[config.mk]
export PLATFORM = sky130hd
export DESIGN_NAME = fc_frame_feeder
export DESIGN_NICKNAME = d
export VERILOG_FILES = /design/src/rtl/fc_frame_feeder.sv
export SDC_FILE = /design/constraint.sdc
export NUM_CORES = 1
export LEC_CHECK = 0
export ABC_CLOCK_PERIOD_IN_PS = 3600
export CORE_UTILIZATION = 55
export DETAILED_ROUTE_END_ITERATION = 16
export PLACE_DENSITY = 0.74
export SETUP_SLACK_MARGIN = 0.4
export SKIP_CTS_REPAIR_TIMING = 1
export SKIP_LAST_GASP = 1
export SYNTH_ARGS = -nofsm -noshare
export SYNTH_HDL_FRONTEND = slang
export SYNTH_SLANG_ARGS = --single-unit
[constraint.sdc]
create_clock -name clk -period 3.6 [get_ports clk]
set_input_delay 0.72 -clock clk [delete_from_list [all_inputs] [get_ports clk]]
set_output_delay 0.72 -clock clk [all_outputs]
set_load 0.1 [all_outputs]
[src/rtl/fc_frame_feeder.sv]
// Host-side frame feeder for the 4x4 FC engine: buffers one frame ahead, drives the row buses
// in step with the engine's 13-phase schedule and streams the captured result rows back out.
module fc_frame_feeder #(
   parameter int PHASES     = 13,
   parameter int LOAD_START = 1,
   parameter int CAP_START  = 9,
   parameter int DATA_W     = 32,
   parameter int RES_W      = 16
) (
   input  logic               clk,
   input  logic               rst,
   input  logic               s_valid,
   output logic               s_ready,
   input  logic [DATA_W-1:0]  s_w,
   input  logic [DATA_W-1:0]  s_x,
   input  logic [DATA_W-1:0]  s_bias,
   output logic [DATA_W-1:0]  acc_w,
   output logic [DATA_W-1:0]  acc_x,
   output logic [DATA_W-1:0]  acc_bias,
   input  logic [RES_W-1:0]   acc_o1,
   input  logic [RES_W-1:0]   acc_o2,
   input  logic [RES_W-1:0]   acc_o3,
   input  logic [RES_W-1:0]   acc_o4,
   output logic               m_valid,
   input  logic               m_ready,
   output logic [1:0]         m_row,
   output logic [4*RES_W-1:0] m_data,
   output logic               m_last,
   output logic               overflow
);
   localparam int ROWS = 4;
   localparam int PH_W = $clog2(PHASES);
   localparam logic [PH_W-1:0] PH_LAST = PH_W'(PHASES - 1);
   localparam logic [PH_W-1:0] PH_LOAD = PH_W'(LOAD_START);
   localparam logic [PH_W-1:0] PH_CAP  = PH_W'(CAP_START);

   typedef struct packed {
      logic [DATA_W-1:0] w;
      logic [DATA_W-1:0] x;
   } row_t;

   typedef struct packed {
      row_t [ROWS-1:0]   rows;
      logic [DATA_W-1:0] bias;
   } frame_t;

   logic [PH_W-1:0]               phase_q, phase_d;
   frame_t                        fill_q, fill_d, act_q, act_d;
   logic [1:0]                    fill_idx_q, fill_idx_d;
   logic                          pend_q, pend_d, tag_q, tag_d;
   logic [DATA_W-1:0]             acc_w_q, acc_w_d, acc_x_q, acc_x_d, acc_bias_q, acc_bias_d;
   logic [ROWS-1:0][4*RES_W-1:0]  res_q, res_d;
   logic [2:0]                    wr_cnt_q, wr_cnt_d;
   logic [1:0]                    rd_idx_q, rd_idx_d;
   logic                          busy_q, busy_d, cap_ok_q, cap_ok_d, ovf_q, ovf_d;

   logic       beat_ok, in_load, in_cap, cap_first, cap_en, res_pop;
   logic [1:0] load_idx, cap_idx;

   // Fill side and launch into the active frame at the wrap to phase 0.
   always_comb begin
      phase_d    = (phase_q == PH_LAST) ? '0 : phase_q + 1'b1;
      beat_ok    = s_valid && !pend_q;
      fill_d     = fill_q;
      fill_idx_d = fill_idx_q;
      pend_d     = pend_q;
      act_d      = act_q;
      tag_d      = tag_q;
      if (beat_ok) begin
         fill_d.rows[fill_idx_q] = '{w: s_w, x: s_x};
         if (fill_idx_q == 2'd0) fill_d.bias = s_bias;
         if (fill_idx_q == 2'd3) pend_d = 1'b1;
         fill_idx_d = fill_idx_q + 2'd1;
      end
      if (phase_q == PH_LAST) begin
         tag_d = pend_q;
         if (pend_q) begin
            act_d  = fill_q;
            pend_d = 1'b0;
         end
      end
   end

   // Bus registers are loaded from next-cycle phase/frame so they line up with the phase they serve.
   always_comb begin
      in_load    = (int'(phase_d) >= LOAD_START) && (int'(phase_d) < LOAD_START + ROWS);
      load_idx   = 2'(phase_d - PH_LOAD);
      acc_w_d    = '0;
      acc_x_d    = '0;
      acc_bias_d = '0;
      if (tag_d && in_load) begin
         acc_w_d = act_d.rows[load_idx].w;
         acc_x_d = act_d.rows[load_idx].x;
         if (phase_d == PH_LOAD) acc_bias_d = act_d.bias;
      end
   end

   always_comb begin
      m_valid = busy_q && ({1'b0, rd_idx_q} < wr_cnt_q);
      res_pop = m_valid && m_ready;
   end

   // Result capture; a frame is admitted whole at its first capture phase or dropped whole.
   always_comb begin
      in_cap    = tag_q && (int'(phase_q) >= CAP_START) && (int'(phase_q) < CAP_START + ROWS);
      cap_first = in_cap && (phase_q == PH_CAP);
      cap_idx   = 2'(phase_q - PH_CAP);
      cap_en    = in_cap && (cap_first ? !busy_q : cap_ok_q);
      res_d     = res_q;
      wr_cnt_d  = wr_cnt_q;
      rd_idx_d  = rd_idx_q;
      busy_d    = busy_q;
      cap_ok_d  = cap_ok_q;
      ovf_d     = ovf_q;
      if (cap_first) begin
         cap_ok_d = !busy_q;
         if (busy_q) ovf_d = 1'b1;
      end
      if (cap_en) begin
         res_d[cap_idx] = {acc_o1, acc_o2, acc_o3, acc_o4};
         wr_cnt_d       = wr_cnt_q + 3'd1;
         busy_d         = 1'b1;
      end
      if (res_pop) begin
         if (rd_idx_q == 2'd3) begin
            busy_d   = 1'b0;
            wr_cnt_d = '0;
            rd_idx_d = '0;
         end else begin
            rd_idx_d = rd_idx_q + 2'd1;
         end
      end
   end

   always_ff @(posedge clk or negedge rst) begin
      if (!rst) begin
         phase_q    <= '0;
         fill_q     <= '0;
         act_q      <= '0;
         fill_idx_q <= '0;
         pend_q     <= 1'b0;
         tag_q      <= 1'b0;
         acc_w_q    <= '0;
         acc_x_q    <= '0;
         acc_bias_q <= '0;
         res_q      <= '0;
         wr_cnt_q   <= '0;
         rd_idx_q   <= '0;
         busy_q     <= 1'b0;
         cap_ok_q   <= 1'b0;
         ovf_q      <= 1'b0;
      end else begin
         phase_q    <= phase_d;
         fill_q     <= fill_d;
         act_q      <= act_d;
         fill_idx_q <= fill_idx_d;
         pend_q     <= pend_d;
         tag_q      <= tag_d;
         acc_w_q    <= acc_w_d;
         acc_x_q    <= acc_x_d;
         acc_bias_q <= acc_bias_d;
         res_q      <= res_d;
         wr_cnt_q   <= wr_cnt_d;
         rd_idx_q   <= rd_idx_d;
         busy_q     <= busy_d;
         cap_ok_q   <= cap_ok_d;
         ovf_q      <= ovf_d;
      end
   end

   assign s_ready  = !pend_q;
   assign acc_w    = acc_w_q;
   assign acc_x    = acc_x_q;
   assign acc_bias = acc_bias_q;
   assign m_row    = rd_idx_q;
   assign m_data   = res_q[rd_idx_q];
   assign m_last   = m_valid && (rd_idx_q == 2'd3);
   assign overflow = ovf_q;

endmodule
==> results.py <==
metrics = {
    "outcome": {
        "status": "finished, violations left",
        "violations": "hold timing",
    },
    "global_route": {
        "grt_pass1_vias": 23910,
        "grt_usage_pct": 24.5,
        "grt.overflow.total": 0,
        "antenna_found_initial": 8,
        "grt_pass1_wl_mm": 134,
        "grt_max_degree": 100,
    },
    "synthesis": {
        "synth_area_mm2": 0.0378,
        "syn_area_per_cell_um2": 14.8,
        "syn_nets": 2729,
        "synth_warnings": 0,
        "netlist_instances": 2550,
        "synth_seq_cells": 944,
        "synth-seq-area-share_pct": 62.5,
        "yosysUniqueCellTypes": 38,
    },
    "clock_tree": {
        "clk_pin_slew_worst_paths_ps": 60,
        "h-tree-depth": 3,
        "clock_sinks": 944,
        "clk_latency_ps": 650,
        "numCtsBuffers": 95,
        "cts_tree": "done",
        "root_buffer": "clkbuf_16",
        "cts_buffer_depth": 3,
    },
    "timing": {
        "worstMarginPinSlew_ps": 1070,
        "max_freq_ghz": 0.325,
        "layout_worst_path_cycle_share_pct": 85.6,
        "maxSlewHeadroom_pct": 28.4,
        "fin_ws_ps": 520,
        "finClkSkew_ps": 20.7,
        "setup_viol": 0,
        "fin_setup_tns_ps": 0,
        "slew_viol_final": 0,
        "rsz0062_at_grt": "false",
        "hold_slack_ps": -6.12,
        "finalHoldViolCount": 5,
        "fin_crit_ps": 3080,
    },
    "worst_setup_path": {
        "worstPathRequired_ps": 2880,
        "slowest_stage": "dfrtp_4",
        "crit_start": "m_row[0]$_DFFE_PN0P_",
        "r2r_cells": 7,
        "crit_path_end_kind": "output port",
        "timing.rr.start": "phase_q[0]$_DFF_PN0_",
        "worst-path-buf-inv": 2,
        "critPathLaunchType": "flop",
        "crit_top_cell": "buf_12",
        "max_stage_delay_ps": 560,
        "crit_arrival_ps": 2360,
        "path_cells": "buf_12, nand2b_1, a221oi_4, and2_4, buf_12",
        "path_max_fanout": 14,
        "cpLargestDelayFamily": "flip-flops",
        "ff2ff_setup_slack_ps": 610,
        "r2r-end": "res_q[33]$_DFFE_PN0P_",
        "path_class": "flop to output port",
    },
    "route": {
        "met3WireLength_mm": 3.51,
        "routed_wl_mm": 82.9,
        "top_layer_used": "met5",
        "ant_nets": 0,
        "drtPass1Iterations": 5,
        "avgRoutedWirePerCell_um": 21.4,
        "drc": 0,
        "wl_met1_mm": 34.6,
        "met2_length_mm": 42.9,
        "num_vias": 21611,
        "viasPerCell": 5.58,
        "drt-initial-drc-count": 1244,
    },
    "layout": {
        "layout.cells.most_common_list": "dfrtp_1 (942), mux2_2 (641), nand2_1 (486)",
        "synthToLayoutAreaGrowth_pct": 20.3,
        "final_nets": 3095,
        "final_common_cell": "dfrtp_1",
        "layout-drive-gt1-share_pct": 37.7,
    },
    "floorplanning": {
        "initial_core_util_pct": 55.9,
        "die_area_mm2": 0.0698,
        "num_io_pins": 330,
        "die_h_um": 264,
        "coreArea_mm2": 0.0676,
        "row_count": 95,
        "die_width_um": 264,
    },
    "power_and_ir_drop": {
        "p_total_w": 0.0433,
        "irDropWorstVdd_v": 0.000944,
        "leakage_nw": 20.5,
        "power_density_mw_per_mm2": 952,
    },
    "placed_design": {
        "place_worst_setup_slack_ps": 548,
        "dp_hpwl_mm": 51.7,
        "routabilityCongestion": 0.797,
        "port_buffers": 329,
    },
    "job": {
        "cap_viol_max_count": 0,
    },
    "min_path": {
        "hp-class": "primary input to async pin",
    },
}
sequential cells by signal, indices dropped and copies added, names as in the netlist, 3 cells and up:
register  cells
acc_x        32
phase_q       4
wr_cnt_q      3
fill_q      288
res_q       256
act_q       288
acc_w        32
acc_bias     32
worst max path at each step:
stage                                to  depth (start not counted)
floorplan                        m_last                          4
global placement    acc_w[26]$_DFF_PN0_                          8
detailed placement  acc_w[16]$_DFF_PN0_                          8
CTS                          m_data[44]                          3
global route                     m_last                          5
finish                           m_last                          5
cell families (layout without fill, tap and decap cells):
family / Yosys count / count (layout) / share of synthesized area (%)
other: 0 / 2 / 0
AO/OA/AOI/OAI: 49 / 49 / 0.721
XOR/XNOR: 1 / 1 / 0.0232
flip-flops: 944 / 944 / 62.5
AND/OR/NAND/NOR: 580 / 580 / 6.43
buffers and inverters: 158 / 604 / 1.84
multiplexers: 803 / 803 / 28.0
adder cells (fa/ha/maj): 15 / 15 / 0.496
power by group:
group          total (W)  internal, W  leakage, nW  switching (W)
Combinational     0.0163      0.00669         7.44        0.00962
Sequential        0.0173       0.0152         11.6        0.00213
Clock            0.00970      0.00565         1.53        0.00405
Total             0.0433       0.0275         20.5         0.0158
cells in the mapped netlist:
master     number  area, µm²
dfrtp_1       944      23600
mux2_2        641       7220
nand2_1       490       1840
mux4_2        128       2880
clkbuf_1       80        300
nor2b_1        69        432
buf_2          46        230
a21oi_1        38        190
mux2_4         33        495
ha_1           15        188
inv_1          14       52.6
buf_1          11       41.3
buf_6           6       67.6
nand3_2         4       40.0
nand4_1         3       18.8
o21ai_0         3       15.0
nand3_1         2       10.0
nor2_1          2       7.51
or3_1           2       12.5
a2111o_1        1       11.3
a21o_1          1       7.51
a221oi_1        1       8.76
a311oi_1        1       8.76
a31o_2          1       8.76
a31oi_1         1       6.26
and2_1          1       6.26
and3_1          1       6.26
and4_4          1       11.3
and4b_1         1       10.0
inv_2           1       3.75
mux2i_1         1       10.0
nand2b_1        1       6.26
nand4b_1        1       8.76
nor3_4          1       16.3
nor3b_1         1       7.51
o2111ai_1       1       8.76
o21bai_1        1       7.51
xnor2_1         1       8.76
final cells by class:
| type | instances | area [µm²] |
|---|---|---|
| clock inverters | 29 | 315 |
| multi-input cells | 1448 | 13600 |
| inverters | 15 | 57.6 |
| clock buffers | 148 | 2800 |
| repair buffers | 412 | 4040 |
| diodes | 2 | 5.00 |
| flip-flops and latches | 944 | 23600 |
| fillers | 4627 | 22100 |
| well taps | 873 | 1090 |
through the flow:
step / util, % / instances / instance area, µm²
after floorplan: - / 2550 / 37800
after global placement: 62.6 / 3683 / 42300
after detailed placement: 62.6 / 3683 / 42300
after CTS: 67.2 / 3860 / 45400
after global routing: 67.3 / 3870 / 45500
final: 67.3 / 3871 / 45500
layer usage:
layer,GRT usage [%],vias to the layer above
met1,32.3,11397
met4,7.02,12
li1,-,9636
met5,0,-
met3,4.26,137
met2,41.9,429
No activity file was read; power rests on OpenSTA's default activity.
